File: src/rtl/ctrl_resp_pkg.sv
// Shared types and helpers for the control request responder.
// Latency: n/a (types, constant functions only).
// Backpressure: n/a.
package ctrl_resp_pkg;

    typedef logic [31:0] stat_cnt_t;

    function automatic int pending_w(input int max_pending);
        return $clog2(max_pending + 1);
    endfunction

    function automatic int count_w(input int depth);
        return $clog2(depth + 1);
    endfunction

    // Depth must be a power of two so the pointers can simply wrap.
    function automatic bit params_legal(input int width, input int depth, input int max_pending);
        return (width >= 1) && (depth >= 2) && ((depth & (depth - 1)) == 0) && (max_pending >= 1);
    endfunction

endpackage

File: src/rtl/ctrl_resp_fifo.sv
// Synchronous FIFO with look-ahead head data and registered count/full/empty.
// Latency: a write is visible at the head one cycle later.
// Backpressure: writes while full and reads while empty are ignored.
module ctrl_resp_fifo
    import ctrl_resp_pkg::*;
#(
    parameter int WIDTH = 8,
    parameter int DEPTH = 16
) (
    input  logic                      CLK,
    input  logic                      RESET,
    input  logic                      wr_en,
    input  logic [WIDTH-1:0]          wr_dat,
    input  logic                      rd_en,
    output logic [WIDTH-1:0]          rd_dat,
    output logic [count_w(DEPTH)-1:0] count,
    output logic                      full,
    output logic                      empty
);

    localparam int AW = $clog2(DEPTH);
    localparam int CW = count_w(DEPTH);

    logic [WIDTH-1:0]  mem [DEPTH];
    logic [AW-1:0]     wr_ptr;
    logic [AW-1:0]     rd_ptr;
    logic [CW-1:0]     count_nxt;
    logic              do_wr;
    logic              do_rd;

    assign do_wr  = wr_en && !full;
    assign do_rd  = rd_en && !empty;
    assign rd_dat = mem[rd_ptr];

    always_comb begin
        count_nxt = count;
        if (do_wr && !do_rd) begin
            count_nxt = count + CW'(1);
        end else if (do_rd && !do_wr) begin
            count_nxt = count - CW'(1);
        end
    end

    // Storage carries no reset; the cleared count makes old contents unreachable.
    always_ff @(posedge CLK) begin
        if (do_wr) begin
            mem[wr_ptr] <= wr_dat;
        end
    end

    always_ff @(posedge CLK or negedge RESET) begin
        if (!RESET) begin
            wr_ptr <= '0;
            rd_ptr <= '0;
            count  <= '0;
            full   <= 1'b0;
            empty  <= 1'b1;
        end else begin
            if (do_wr) begin
                wr_ptr <= wr_ptr + AW'(1);
            end
            if (do_rd) begin
                rd_ptr <= rd_ptr + AW'(1);
            end
            count <= count_nxt;
            full  <= (count_nxt == CW'(DEPTH));
            empty <= (count_nxt == '0);
        end
    end

endmodule

File: src/rtl/ctrl_rq_responder.sv
// Returns one FIFO'd control word per request, queueing requests while empty; CTRL_RESP_STATS_EN adds counters.
// Latency: request to VLD/data 1 cycle with data present; write to VLD 2 cycles when requests wait.
// Backpressure: none to the requester; excess requests or full-FIFO writes are dropped and set OVERFLOW.
module ctrl_rq_responder
    import ctrl_resp_pkg::*;
#(
    parameter int CTRL_DATA_WIDTH = 8,
    parameter int FIFO_DEPTH      = 16,
    parameter int MAX_PENDING     = 15
) (
    input  logic                             CLK,
    input  logic                             RESET,
    input  logic [CTRL_DATA_WIDTH-1:0]       WR_DATA,
    input  logic                             WR_EN,
    output logic                             WR_FULL,
    input  logic                             CTRL_DATA_IN_RQ,
    output logic [CTRL_DATA_WIDTH-1:0]       CTRL_DATA_IN,
    output logic                             CTRL_DATA_IN_VLD,
    output logic [pending_w(MAX_PENDING)-1:0] PENDING,
    output logic [count_w(FIFO_DEPTH)-1:0]   FIFO_COUNT,
    input  logic                             OVF_CLR,
    output logic                             OVERFLOW
`ifdef CTRL_RESP_STATS_EN
    ,
    output stat_cnt_t                        SERVED_CNT,
    output stat_cnt_t                        STALL_CNT
`endif
);

    localparam int PW = pending_w(MAX_PENDING);

    if (!params_legal(CTRL_DATA_WIDTH, FIFO_DEPTH, MAX_PENDING)) begin : g_param_check
        $error("ctrl_rq_responder: illegal CTRL_DATA_WIDTH/FIFO_DEPTH/MAX_PENDING");
    end

    logic [CTRL_DATA_WIDTH-1:0] head_dat;
    logic                       fifo_empty;
    logic                       serve;
    logic                       wr_drop;
    logic                       rq_drop;
    logic [PW-1:0]              pending_nxt;

    ctrl_resp_fifo #(
        .WIDTH (CTRL_DATA_WIDTH),
        .DEPTH (FIFO_DEPTH)
    ) u_fifo (
        .CLK    (CLK),
        .RESET  (RESET),
        .wr_en  (WR_EN),
        .wr_dat (WR_DATA),
        .rd_en  (serve),
        .rd_dat (head_dat),
        .count  (FIFO_COUNT),
        .full   (WR_FULL),
        .empty  (fifo_empty)
    );

    assign serve   = ((PENDING != '0) || CTRL_DATA_IN_RQ) && !fifo_empty;
    assign wr_drop = WR_EN && WR_FULL;
    assign rq_drop = CTRL_DATA_IN_RQ && !serve && (PENDING == PW'(MAX_PENDING));

    // A serve that coincides with a new request leaves the backlog unchanged.
    always_comb begin
        pending_nxt = PENDING;
        if (CTRL_DATA_IN_RQ && !serve && !rq_drop) begin
            pending_nxt = PENDING + PW'(1);
        end else if (!CTRL_DATA_IN_RQ && serve) begin
            pending_nxt = PENDING - PW'(1);
        end
    end

    always_ff @(posedge CLK or negedge RESET) begin
        if (!RESET) begin
            PENDING          <= '0;
            CTRL_DATA_IN     <= '0;
            CTRL_DATA_IN_VLD <= 1'b0;
            OVERFLOW         <= 1'b0;
        end else begin
            PENDING          <= pending_nxt;
            CTRL_DATA_IN_VLD <= serve;
            if (serve) begin
                CTRL_DATA_IN <= head_dat;
            end
            if (wr_drop || rq_drop) begin
                OVERFLOW <= 1'b1;
            end else if (OVF_CLR) begin
                OVERFLOW <= 1'b0;
            end
        end
    end

`ifdef CTRL_RESP_STATS_EN
    always_ff @(posedge CLK or negedge RESET) begin
        if (!RESET) begin
            SERVED_CNT <= '0;
            STALL_CNT  <= '0;
        end else begin
            if (serve) begin
                SERVED_CNT <= SERVED_CNT + 32'd1;
            end
            if ((PENDING != '0) && fifo_empty) begin
                STALL_CNT <= STALL_CNT + 32'd1;
            end
        end
    end
`endif

endmodule

File: config.mk
export PLATFORM = sky130hd
export DESIGN_NAME = ctrl_rq_responder
export DESIGN_NICKNAME = d
export VERILOG_FILES = /design/src/rtl/ctrl_resp_pkg.sv /design/src/rtl/ctrl_resp_fifo.sv /design/src/rtl/ctrl_rq_responder.sv
export SDC_FILE = /design/constraint.sdc
export NUM_CORES = 1
export LEC_CHECK = 0
export ABC_AREA = 1
export CAP_MARGIN = 20
export CORE_ASPECT_RATIO = 0.8
export CORE_MARGIN = 2
export CORE_UTILIZATION = 70
export CTS_BUF_LIST = sky130_fd_sc_hd__clkbuf_8
export DETAILED_ROUTE_END_ITERATION = 16
export DONT_BUFFER_PORTS = 1
export PLACE_DENSITY = 0.86
export SLEW_MARGIN = 30
export SYNTH_ARGS = -nofsm -noshare
export SYNTH_HDL_FRONTEND = slang
export SYNTH_SLANG_ARGS = --single-unit
File: constraint.sdc
create_clock -name CLK -period 4.1 [get_ports CLK]
set_input_delay 0.82 -clock CLK [delete_from_list [all_inputs] [get_ports CLK]]
set_output_delay 0.82 -clock CLK [all_outputs]
set_load 0.01 [all_outputs]
; ---- Word-level counts from Yosys, hierarchy flattened
; Memory sizes are Yosys's and may differ from the RTL's. A register that Yosys moved wholly into a read port is not among the register bits.
; Index checks and enable logic that the tools add are counted.
; W data, S select, Z words.
[totals]
mem_count = 1
wordCells = 49
mem_bits_rw = 128
out_inout_bits = 20
inputBits = 13
register_bits = 21
[mem_list]
columns = memory, words, word_bits, read_ports, rd_ports_with_merged_regs, wr, line
row1 = u_fifo.mem, 16, 8, 1, 1, 1, ctrl_resp_fifo.sv:24  ; logic [WIDTH-1:0] mem [DEPTH];
[classes]
addsub = 6
muxes = 8
eq_ne = 2
n_reduce_logical = 24
[op_table]
columns = cell, count
row1 = $add A4 B1 Y4 const B, 3
row2 = $logic_and A1 B1 Y1, 10
row3 = $mux W5, 2
row4 = $logic_not A1 Y1, 8
row5 = $mux W4, 2
row6 = $add A5 B1 Y5 const B, 1
row7 = $eq A5 B5 Y1 const B, 1
row8 = $logic_not A5 Y1, 1
row9 = $sub A5 B1 Y5 const B, 1
row10 = $eq A4 B4 Y1 const B, 1
row11 = $mux W1, 4
row12 = $reduce_bool A2 Y1, 2
row13 = $reduce_bool A4 Y1, 1
row14 = $sub A4 B1 Y4 const B, 1
row15 = $logic_or A1 B1 Y1, 2

; ---- Depth between registers and ports, before layout
; Gate-level depths: netlist of the first run.
[logic_depth]
word_depth = 9
depth_mapped = 12
ltp_nobuf = 12

; ---- Cells and area by module
; Synthesis of the first run repeated with hierarchy kept, for this count alone.
[unflattened]
cells_unflattened = 577
hier_area_um2 = 6652.6
[by_module_without_submodules]
columns = module, cells_per_inst, area_each_um2, n_inst, seq_area_each_um2
row1 = ctrl_resp_fifo, 496, 5955.7, 1, 4220.3
row2 = ctrl_rq_responder, 81, 696.9, 1, 350.3

; ---- Least setup slack after synthesis of the first run
; No wires, ideal clock.
[synth_path]
kind = input to register
start = in CTRL_DATA_IN_RQ
end = reg PENDING[3]
setup_ps = 129
required_ps = 3971
t_arrival_ps = 1956
n_path_buf = 0
cell_stages = 7
setup_slack_ps = 2015
path_cell_list = nand3_1 > ha_1 > a21oi_1 > nand2_1 > or2_2 > nand3_1 > xnor2_1
[synth_via]
elab_chain_len = 8
word_cells_on_any_way = 11
cone_classes = mux: 1 / reduce/logical: 10
[synth_lines]
columns = element, line
row1 = start: declaration, ctrl_rq_responder.sv:16  ; input logic CTRL_DATA_IN_RQ,
row2 = $logic_or A1 B1 Y1, ctrl_rq_responder.sv:58  ; assign serve = ((PENDING != '0) || CTRL_DATA_IN_RQ) && !fifo_empty;
row3 = $logic_and A1 B1 Y1, ctrl_rq_responder.sv:58
row4 = $logic_not A1 Y1, "ctrl_rq_responder.sv:60, ctrl_rq_responder.sv:65"
row5 = $logic_and A1 B1 Y1, "ctrl_rq_responder.sv:60, ctrl_rq_responder.sv:65"
row6 = $logic_and A1 B1 Y1, ctrl_rq_responder.sv:60  ; assign rq_drop = CTRL_DATA_IN_RQ && !serve && (PENDING == PW'(MAX_PENDING));
row7 = $logic_not A1 Y1, ctrl_rq_responder.sv:65  ; if (CTRL_DATA_IN_RQ && !serve && !rq_drop) begin
row8 = $logic_and A1 B1 Y1, ctrl_rq_responder.sv:65
row9 = $mux W4 / $reduce_bool A2 Y1 (equally long branches), -
row10 = end signal: assignment, ctrl_rq_responder.sv:79  ; PENDING <= pending_nxt;
row11 = end: declaration, ctrl_rq_responder.sv:19  ; output logic [pending_w(MAX_PENDING)-1:0] PENDING,
; Several ways; a longest one is shown, not always the timed one.
; A chain may end at the register's enable or synchronous reset.

==> impl_results.md, run 1 <==
- Outcome: complete, but fails checks
- Failing checks: DRC
- Clock latency on the worst-skew pair: 0.44 ns
- Syn Area/Cell: 11.9 um^2
- Tot GR Track Use: 30.3%
- Starting density of the core: between 70% and 80%
- PortBufs: 0
- ANT nets after route: 0
- Finished Core Util: between 70% and 80%
- FF+latch count, synth: roughly 160
- Synth area leader: edfxtp_1
- Largest fanout on the critical path: 18
- # IOs: 33
- Routed len/inst: around 21 um
- Max stage delay on crit path: 0.85 ns
- Via Count: approximately 4.4k
- Cts repair resizes: 0
- N_diodes: 0
- Routed vias/inst: 6.45
- Hold buffers post-CTS: 0
- Hold_ws: 0.0636 ns
- Endpoints failing setup: 0
- Post-synth top area share: just under 60%
- Synthesis Warnings: 0
- Proportion of layout cells with a drive suffix above 1: 8.87%
- Seq/Total Area, Yosys: approximately 69%
- Clock sink total: approximately 160
- Num CTS Buffers: 17
- Placed Area: 6650 um^2
- Placed Cells: ~650
- Syn_nets: 580
- Residual DRC: 1
- Post-Synthesis Cells: roughly 560
- Synthesized area: 6640 um^2
- Post-DP HPWL: ~9 mm
- Fin cells: 679
- Actual slew at the worst max-slew pin: about 0.86 ns
- First-pass GRT wire length: 22.9 mm
- Area grow syn2layout: 6.61%
- Slowest CP cell: dfrtp_1
- Hold/Removal Path Class: input pin to asynchronous set/reset pin
- Pwr dens: ~740 nW/um^2
- Clock Tree Buf Depth: 2
- Arrival time at the worst endpoint: approximately 2.8 ns
- Design Area, Final: 7080 um^2
- GPL Wtd Cong: roughly 0.9
- Ranking of synthesized cells by area: edfxtp_1 58%, dfrtp_1 11%, nor2_1 6.2%
- CP top delay family: flip-flops
- Max Cap Viol: 0
- Final period util: between 50% and 60%
- Fin. Hold Viols: 0
- Max Freq: between 0.4 and 0.5 GHz
- H-tree depth: 4
- Most common cell on crit path: nand2_1
- Die Ht: 91.1 um
- Max-slew headroom: a little over two fifths
- Final Critical Period: approximately 2.4 ns
- Synth cell types: 33
- Total Wirelength: ~14 mm
- Setup crit end kind: flip-flop
- Final net count: approximately 570
- Critical path cell sequence: clkinv_1, o211ai_1, nand3_1, nand2_1, nand2_1, nand2_1
- CTS tree: done
- Antenna violations before repair: 0
- Root Driver: clkbuf_8
- Slew Viols, Final: 0
- Leak: ~2.5 nW
- Global route overflow: 0
- Die Footprint: between 10000 and 15000 um^2
- Iteration-0 DRC Markers: 548
- Core Area: 9150 um^2
- Die W: ~110 um
- Max Clock Skew: 0.00931 ns
- # Post-CTS Setup Buffers: 0
- Rows: 31
- Setup TNS: 0 ns
- Vias in the first global route: about 4.4k
- Peak supply drop: about 0.00055 V
- Largest net degree at the start of global routing: between 60 and 70
- RSZ-0062 raised after global routing: false
- Clk slew on worst S/H paths: approximately 0.08 ns
- Startpoint types: flip-flop
- WP buf/inv: 1
- Crit Path Category: flip-flop to flip-flop
- Drt pass-1 iters: 11
- WP data required: about 4.5 ns
==> cells by family (layout without fill, tap and decap cells) <==
logic type               Yosys count  count (layout)  share of synthesized area (%)
adder cells (fa/ha/maj)           10              10                           2.00
AO/OA/AOI/OAI                    106             106                           9.45
buffers and inverters             50              57                           3.75
flip-flops                       157             157                           68.8
AND/OR/NAND/NOR                  222             222                           14.4
XOR/XNOR                          12              12                           1.58
==> power breakdown <==
group	switching [W]	internal [W]
registers	0.000344	0.00200
clock network	0.000538	0.000713
logic	0.00111	0.000527
total	0.00199	0.00324
==> final cells by class <==
class                   count  area [um^2]
clock buffers              17          234
clock inverters            15          204
flip-flops and latches    157         4570
repair buffers              3         22.5
fillers                   532         2070
well taps                 115          144
inverters                  22         82.6
multi-input cells         350         1820
==> routing by layer <==
metal | share of wire [%] | vias up | GRT usage [%]
met5 | 0 | - | 0
met4 | 3.0 | 0 | 12.8
met3 | 12 | 38 | 11.3
met2 | 46 | 259 | 44.2
met1 | 39 | 2129 | 41.7
li1 | - | 1952 | -
==> synthesized netlist by cell type (all sizes together) <==
master / count
a21oi: 3
buf: 20
clkbuf: 8
clkinv: 2
dfrtp: 28
dfstp: 1
edfxtp: 128
fa: 1
ha: 9
inv: 20
nand2: 72
nand3: 29
nand4: 5
nor2: 114
nor3: 1
o211ai: 24
o21ai: 70
o221ai: 9
or2: 1
xnor2: 2
xor2: 10
==> registers in the layout (all words and copies together) (netlist names) <==
signal	count
CTRL_DATA_IN	8
u_fifo.wr_ptr	4
CTRL_DATA_IN_VLD	1
u_fifo.full	1
u_fifo.mem	128
PENDING	4
u_fifo.count	5
u_fifo.empty	1
OVERFLOW	1
u_fifo.rd_ptr	4
==> layout by cell type (no fill, tap or decap), types with 9 or more instances in the layout <==
cell type	n
o21ai_0	63
inv_1	21
ha_1	9
o211ai_1	24
nor2_1	110
o221ai_1	9
xor2_1	10
clkbuf_8	17
nand3_1	25
edfxtp_1	128
dfrtp_1	27
nand2_1	66
==> metrics by stage <==
stage               worst slack [ns]  power [W]
floorplan                       2.02    0.00355
global placement                1.73    0.00386
detailed placement              1.66    0.00395
CTS                             1.74    0.00519
global route                    1.53    0.00552
finish                          1.66    0.00523
==> path summary, 6_finish.rpt <==
kind	startpoint	end	slack (ns)	depth (start not counted)
max	u_fifo.rd_ptr[2]$_DFFE_PN0P_	CTRL_DATA_IN[5]$_DFFE_PN0N_	1.66	6
min	RESET	CTRL_DATA_IN[1]$_DFFE_PN0N_	0.06	0
max reg2reg	u_fifo.rd_ptr[2]$_DFFE_PN0P_	CTRL_DATA_IN[5]$_DFFE_PN0N_	1.66	6
min reg2reg	CTRL_DATA_IN[7]$_DFFE_PN0N_	CTRL_DATA_IN[7]$_DFFE_PN0N_	0.56	2
max in group asynchronous	RESET	u_fifo.empty$_DFF_PN1_	3.86	0
min in group CLK	WR_DATA[6]	u_fifo.mem[9][6]$_DFFE_PP_	0.47	0
(Power assumes the default switching activity.)
==> run 2, diff against run 1 <==
--- a/config.mk
+++ b/config.mk
@@ -9,11 +9,11 @@
 export CAP_MARGIN = 20
 export CORE_ASPECT_RATIO = 0.8
 export CORE_MARGIN = 2
-export CORE_UTILIZATION = 70
+export CORE_UTILIZATION = 59
 export CTS_BUF_LIST = sky130_fd_sc_hd__clkbuf_8
 export DETAILED_ROUTE_END_ITERATION = 16
 export DONT_BUFFER_PORTS = 1
-export PLACE_DENSITY = 0.86
+export PLACE_DENSITY = 0.78
 export SLEW_MARGIN = 30
 export SYNTH_ARGS = -nofsm -noshare
 export SYNTH_HDL_FRONTEND = slang
==> constraint.sdc (replaced) <==
create_clock -name CLK -period 2.1 [get_ports CLK]
set_input_delay 0.42 -clock CLK [delete_from_list [all_inputs] [get_ports CLK]]
set_output_delay 0.42 -clock CLK [all_outputs]
set_load 0.01 [all_outputs]
==> run 2 against run 1 <==
The flow now finishes without violations. Via count shrank 1.6%. Wire length shrank 2.5%. Flip-flop and latch count is the same. Register-to-register slack worse by 1.5 ns. First-iteration DRC count decreased by 38%. Critical path depth grew 1. Non-clock buffer count increased by 30. Cell count grew 8.5%. Die area increased by 18%. Critical path type unchanged. Highest routed layer unchanged.
==> impl_results.md, run 2 (same netlist as run 1, synthesis figures left out) <==
- Outcome: finished, final reports clean (was complete, but fails checks)
- Most common cell after layout, fill and taps aside: edfxtp_1 (unchanged)
- Setup crit end kind: flip-flop (unchanged)
- PortBufs: 0 (unchanged)
- Final net count: 604 (was 574)
- Die Ht: 98.9 um (was 91.1 um)
- WP buf/inv: 0 (was 1)
- Fin cells: 737 (was 679)
- Via Count: 4307 (was 4378)
- ANT nets after route: 0 (unchanged)
- Crit Path Category: flip-flop to flip-flop (unchanged)
- Final period util: 92.1% (was 59.5%)
- Die W: 123 um (was 113 um)
- Clock sink total: 157 (unchanged)
- Hold_ws: 0.0618 ns (was 0.0636 ns)
- Proportion of layout cells with a drive suffix above 1: 12.5% (was 8.87%)
- N_diodes: 0 (unchanged)
- Residual DRC: 0 (was 1)
- Most common cell on crit path: nand3_1 (was nand2_1)
- Max-slew headroom: 61.9% (was 42.7%)
- Commonest cells after routing, fill and taps aside: 128 x edfxtp_1, 110 x nor2_1, 66 x nand2_1 (unchanged)
- Total Wirelength: 14.0 mm (was 14.4 mm)
- Max Clock Skew: 0.0107 ns (was 0.00931 ns)
- Endpoints failing setup: 0 (unchanged)
- RSZ-0062 raised after global routing: false (unchanged)
- Pwr dens: 1350 nW/um^2 (was 739 nW/um^2)
- Largest register FFs: 128 (unchanged)
- Slew Viols, Final: 0 (unchanged)
- Cts repair resizes: 0 (unchanged)
- Biggest regs: u_fifo.mem x128, CTRL_DATA_IN x8, u_fifo.count x5 (unchanged)
- Antenna violations before repair: 0 (unchanged)
- Setup slack, reg-to-reg: 0.17 ns (was 1.66 ns)
- First-pass GRT wire length: 22.4 mm (was 22.9 mm)
- Area grow syn2layout: 9.08% (was 6.61%)
- Rows: 34 (was 31)
- Num CTS Buffers: 17 (unchanged)
- Drt pass-1 iters: 5 (was 11)
- Clock latency on the worst-skew pair: 0.45 ns (was 0.44 ns)
- CP top delay family: simple AND/OR/NAND/NOR gates (was flip-flops)
- Peak supply drop: 0.000884 V (was 0.000550 V)
- Actual slew at the worst max-slew pin: 0.568 ns (was 0.856 ns)
- Largest net degree at the start of global routing: 67 (unchanged)
- Hold/Removal Path Class: input pin to flip-flop (was input pin to asynchronous set/reset pin)
- Vias in the first global route: 4187 (was 4370)
- Final Critical Period: 1.93 ns (was 2.44 ns)
- Startpoint types: flip-flop (unchanged)
- Placed Cells: 704 (was 647)
- WP data required: 2.47 ns (was 4.48 ns)
- Routed len/inst: 19.0 um (was 21.2 um)
- Biggest register: u_fifo.mem (unchanged)
- Clk slew on worst S/H paths: 0.08 ns (about the same)
- FF-to-FF path depth: 7 (was 6)
- Core Area: 10900 um^2 (was 9150 um^2)
- CP Depth: 7 (was 6)
- # IOs: 33 (unchanged)
- Iteration-0 DRC Markers: 340 (was 548)
- Leak: 2.67 nW (was 2.55 nW)
- CTS tree: done (unchanged)
- Setup TNS: 0 ns (unchanged)
- Arrival time at the worst endpoint: 2.31 ns (was 2.82 ns)
- Fill cells: 766 (was 532)
- Total power: 0.00975 W (was 0.00523 W)
- Starting density of the core: 60.8% (was 72.6%)
- H-tree depth: 4 (unchanged)
- GPL Wtd Cong: 0.873 (was 0.913)
- Tot GR Track Use: 25.3% (was 30.3%)
- Clock Tree Buf Depth: 2 (unchanged)
- Slowest CP cell: dfstp_2 (was dfrtp_1)
- Max Freq: 0.517 GHz (was 0.410 GHz)
- Root Driver: clkbuf_8 (unchanged)
- Die Footprint: 12100 um^2 (was 10300 um^2)
- Max Cap Viol: 0 (unchanged)
- Routed vias/inst: 5.84 (was 6.45)
- # Post-CTS Setup Buffers: 0 (unchanged)
- Hold path depth: 0
- Post-DP HPWL: 8.89 mm (was 9.15 mm)
- Critical path cell sequence: nand3_1, ha_1, a21oi_1, nand2_1, or2_2, nand3_1, xnor2_1 (was clkinv_1, o211ai_1, nand3_1, nand2_1, nand2_1, nand2_1)
- Largest fanout on the critical path: 6 (was 18)
- Fin. Hold Viols: 0 (unchanged)
- Global route overflow: 0 (unchanged)
- Max stage delay on crit path: 0.55 ns (was 0.85 ns)
[run 2: cell types whose count changed in the layout (fill, tap and decap cells not counted)]
cell and change:
buf_4 +26, bufinv_16 -5, buf_12 +3, inv_1 +3, clkinv_2 +2, clkinv_1 +1, clkinv_4 -1, dlygate4sd3_1 +1
inv_2 -1
[run 2: path summary, 6_finish.rpt]
path                                                   from                      endpoint
worst max-delay path                 u_fifo.empty$_DFF_PN1_        PENDING[3]$_DFFE_PN0P_
worst max register to register       u_fifo.empty$_DFF_PN1_        PENDING[3]$_DFFE_PN0P_
worst min-delay path                             WR_DATA[5]    u_fifo.mem[4][5]$_DFFE_PP_
worst min register to register  CTRL_DATA_IN[3]$_DFFE_PN0N_   CTRL_DATA_IN[3]$_DFFE_PN0N_
max in group asynchronous                             RESET        u_fifo.empty$_DFF_PN1_
min in group asynchronous                             RESET  u_fifo.rd_ptr[3]$_DFFE_PN0P_
[run 2: timing repair]
action,4_1_cts,5_1_grt
endpoints found under the hold margin,29,0
hold buffers,2,0
setup endpoints to repair,0,0
[run 2: stage by stage]
stage | instance area (um^2) | util, % | setup slack (ns)
final | 7250 | 66.3 | 0.166
after global routing | 7250 | 66.3 | 0.0328
after CTS | 7250 | 66.3 | 0.174
after detailed placement | 6920 | 63.3 | 0.190
after global placement | 6920 | 63.3 | 0.241
after floorplan | 6640 | - | 0.210
[run 2: power breakdown]
part	leakage [nW]	switching [W]	internal [W]	total (W)
clock network	0.168	0.00104	0.000765	0.00180
logic	0.999	0.00242	0.00124	0.00365
registers	1.50	0.000392	0.00391	0.00430
[run 2: per-layer routing]
layer	GRT usage, %	share of wire, %	vias to the layer above	wire [um]
met2	37.7	47	177	6650
met4	9.64	1.7	0	236
met3	6.48	7.4	22	1040
li1	-	-	2014	-
met1	36.2	44	2094	6120
met5	0	0	-	0
[run 2: final cells by class]
type / count / area [um^2] / area share, %
inverter: 22 / 82.6 / 1.14
tap: 144 / 180 / 2.49
clock buffer: 17 / 234 / 3.23
clock inverter: 14 / 66.3 / 0.915
sequential: 157 / 4570 / 63.1
multi-input combinational: 350 / 1820 / 25.2
timing repair buffer: 33 / 288 / 3.97
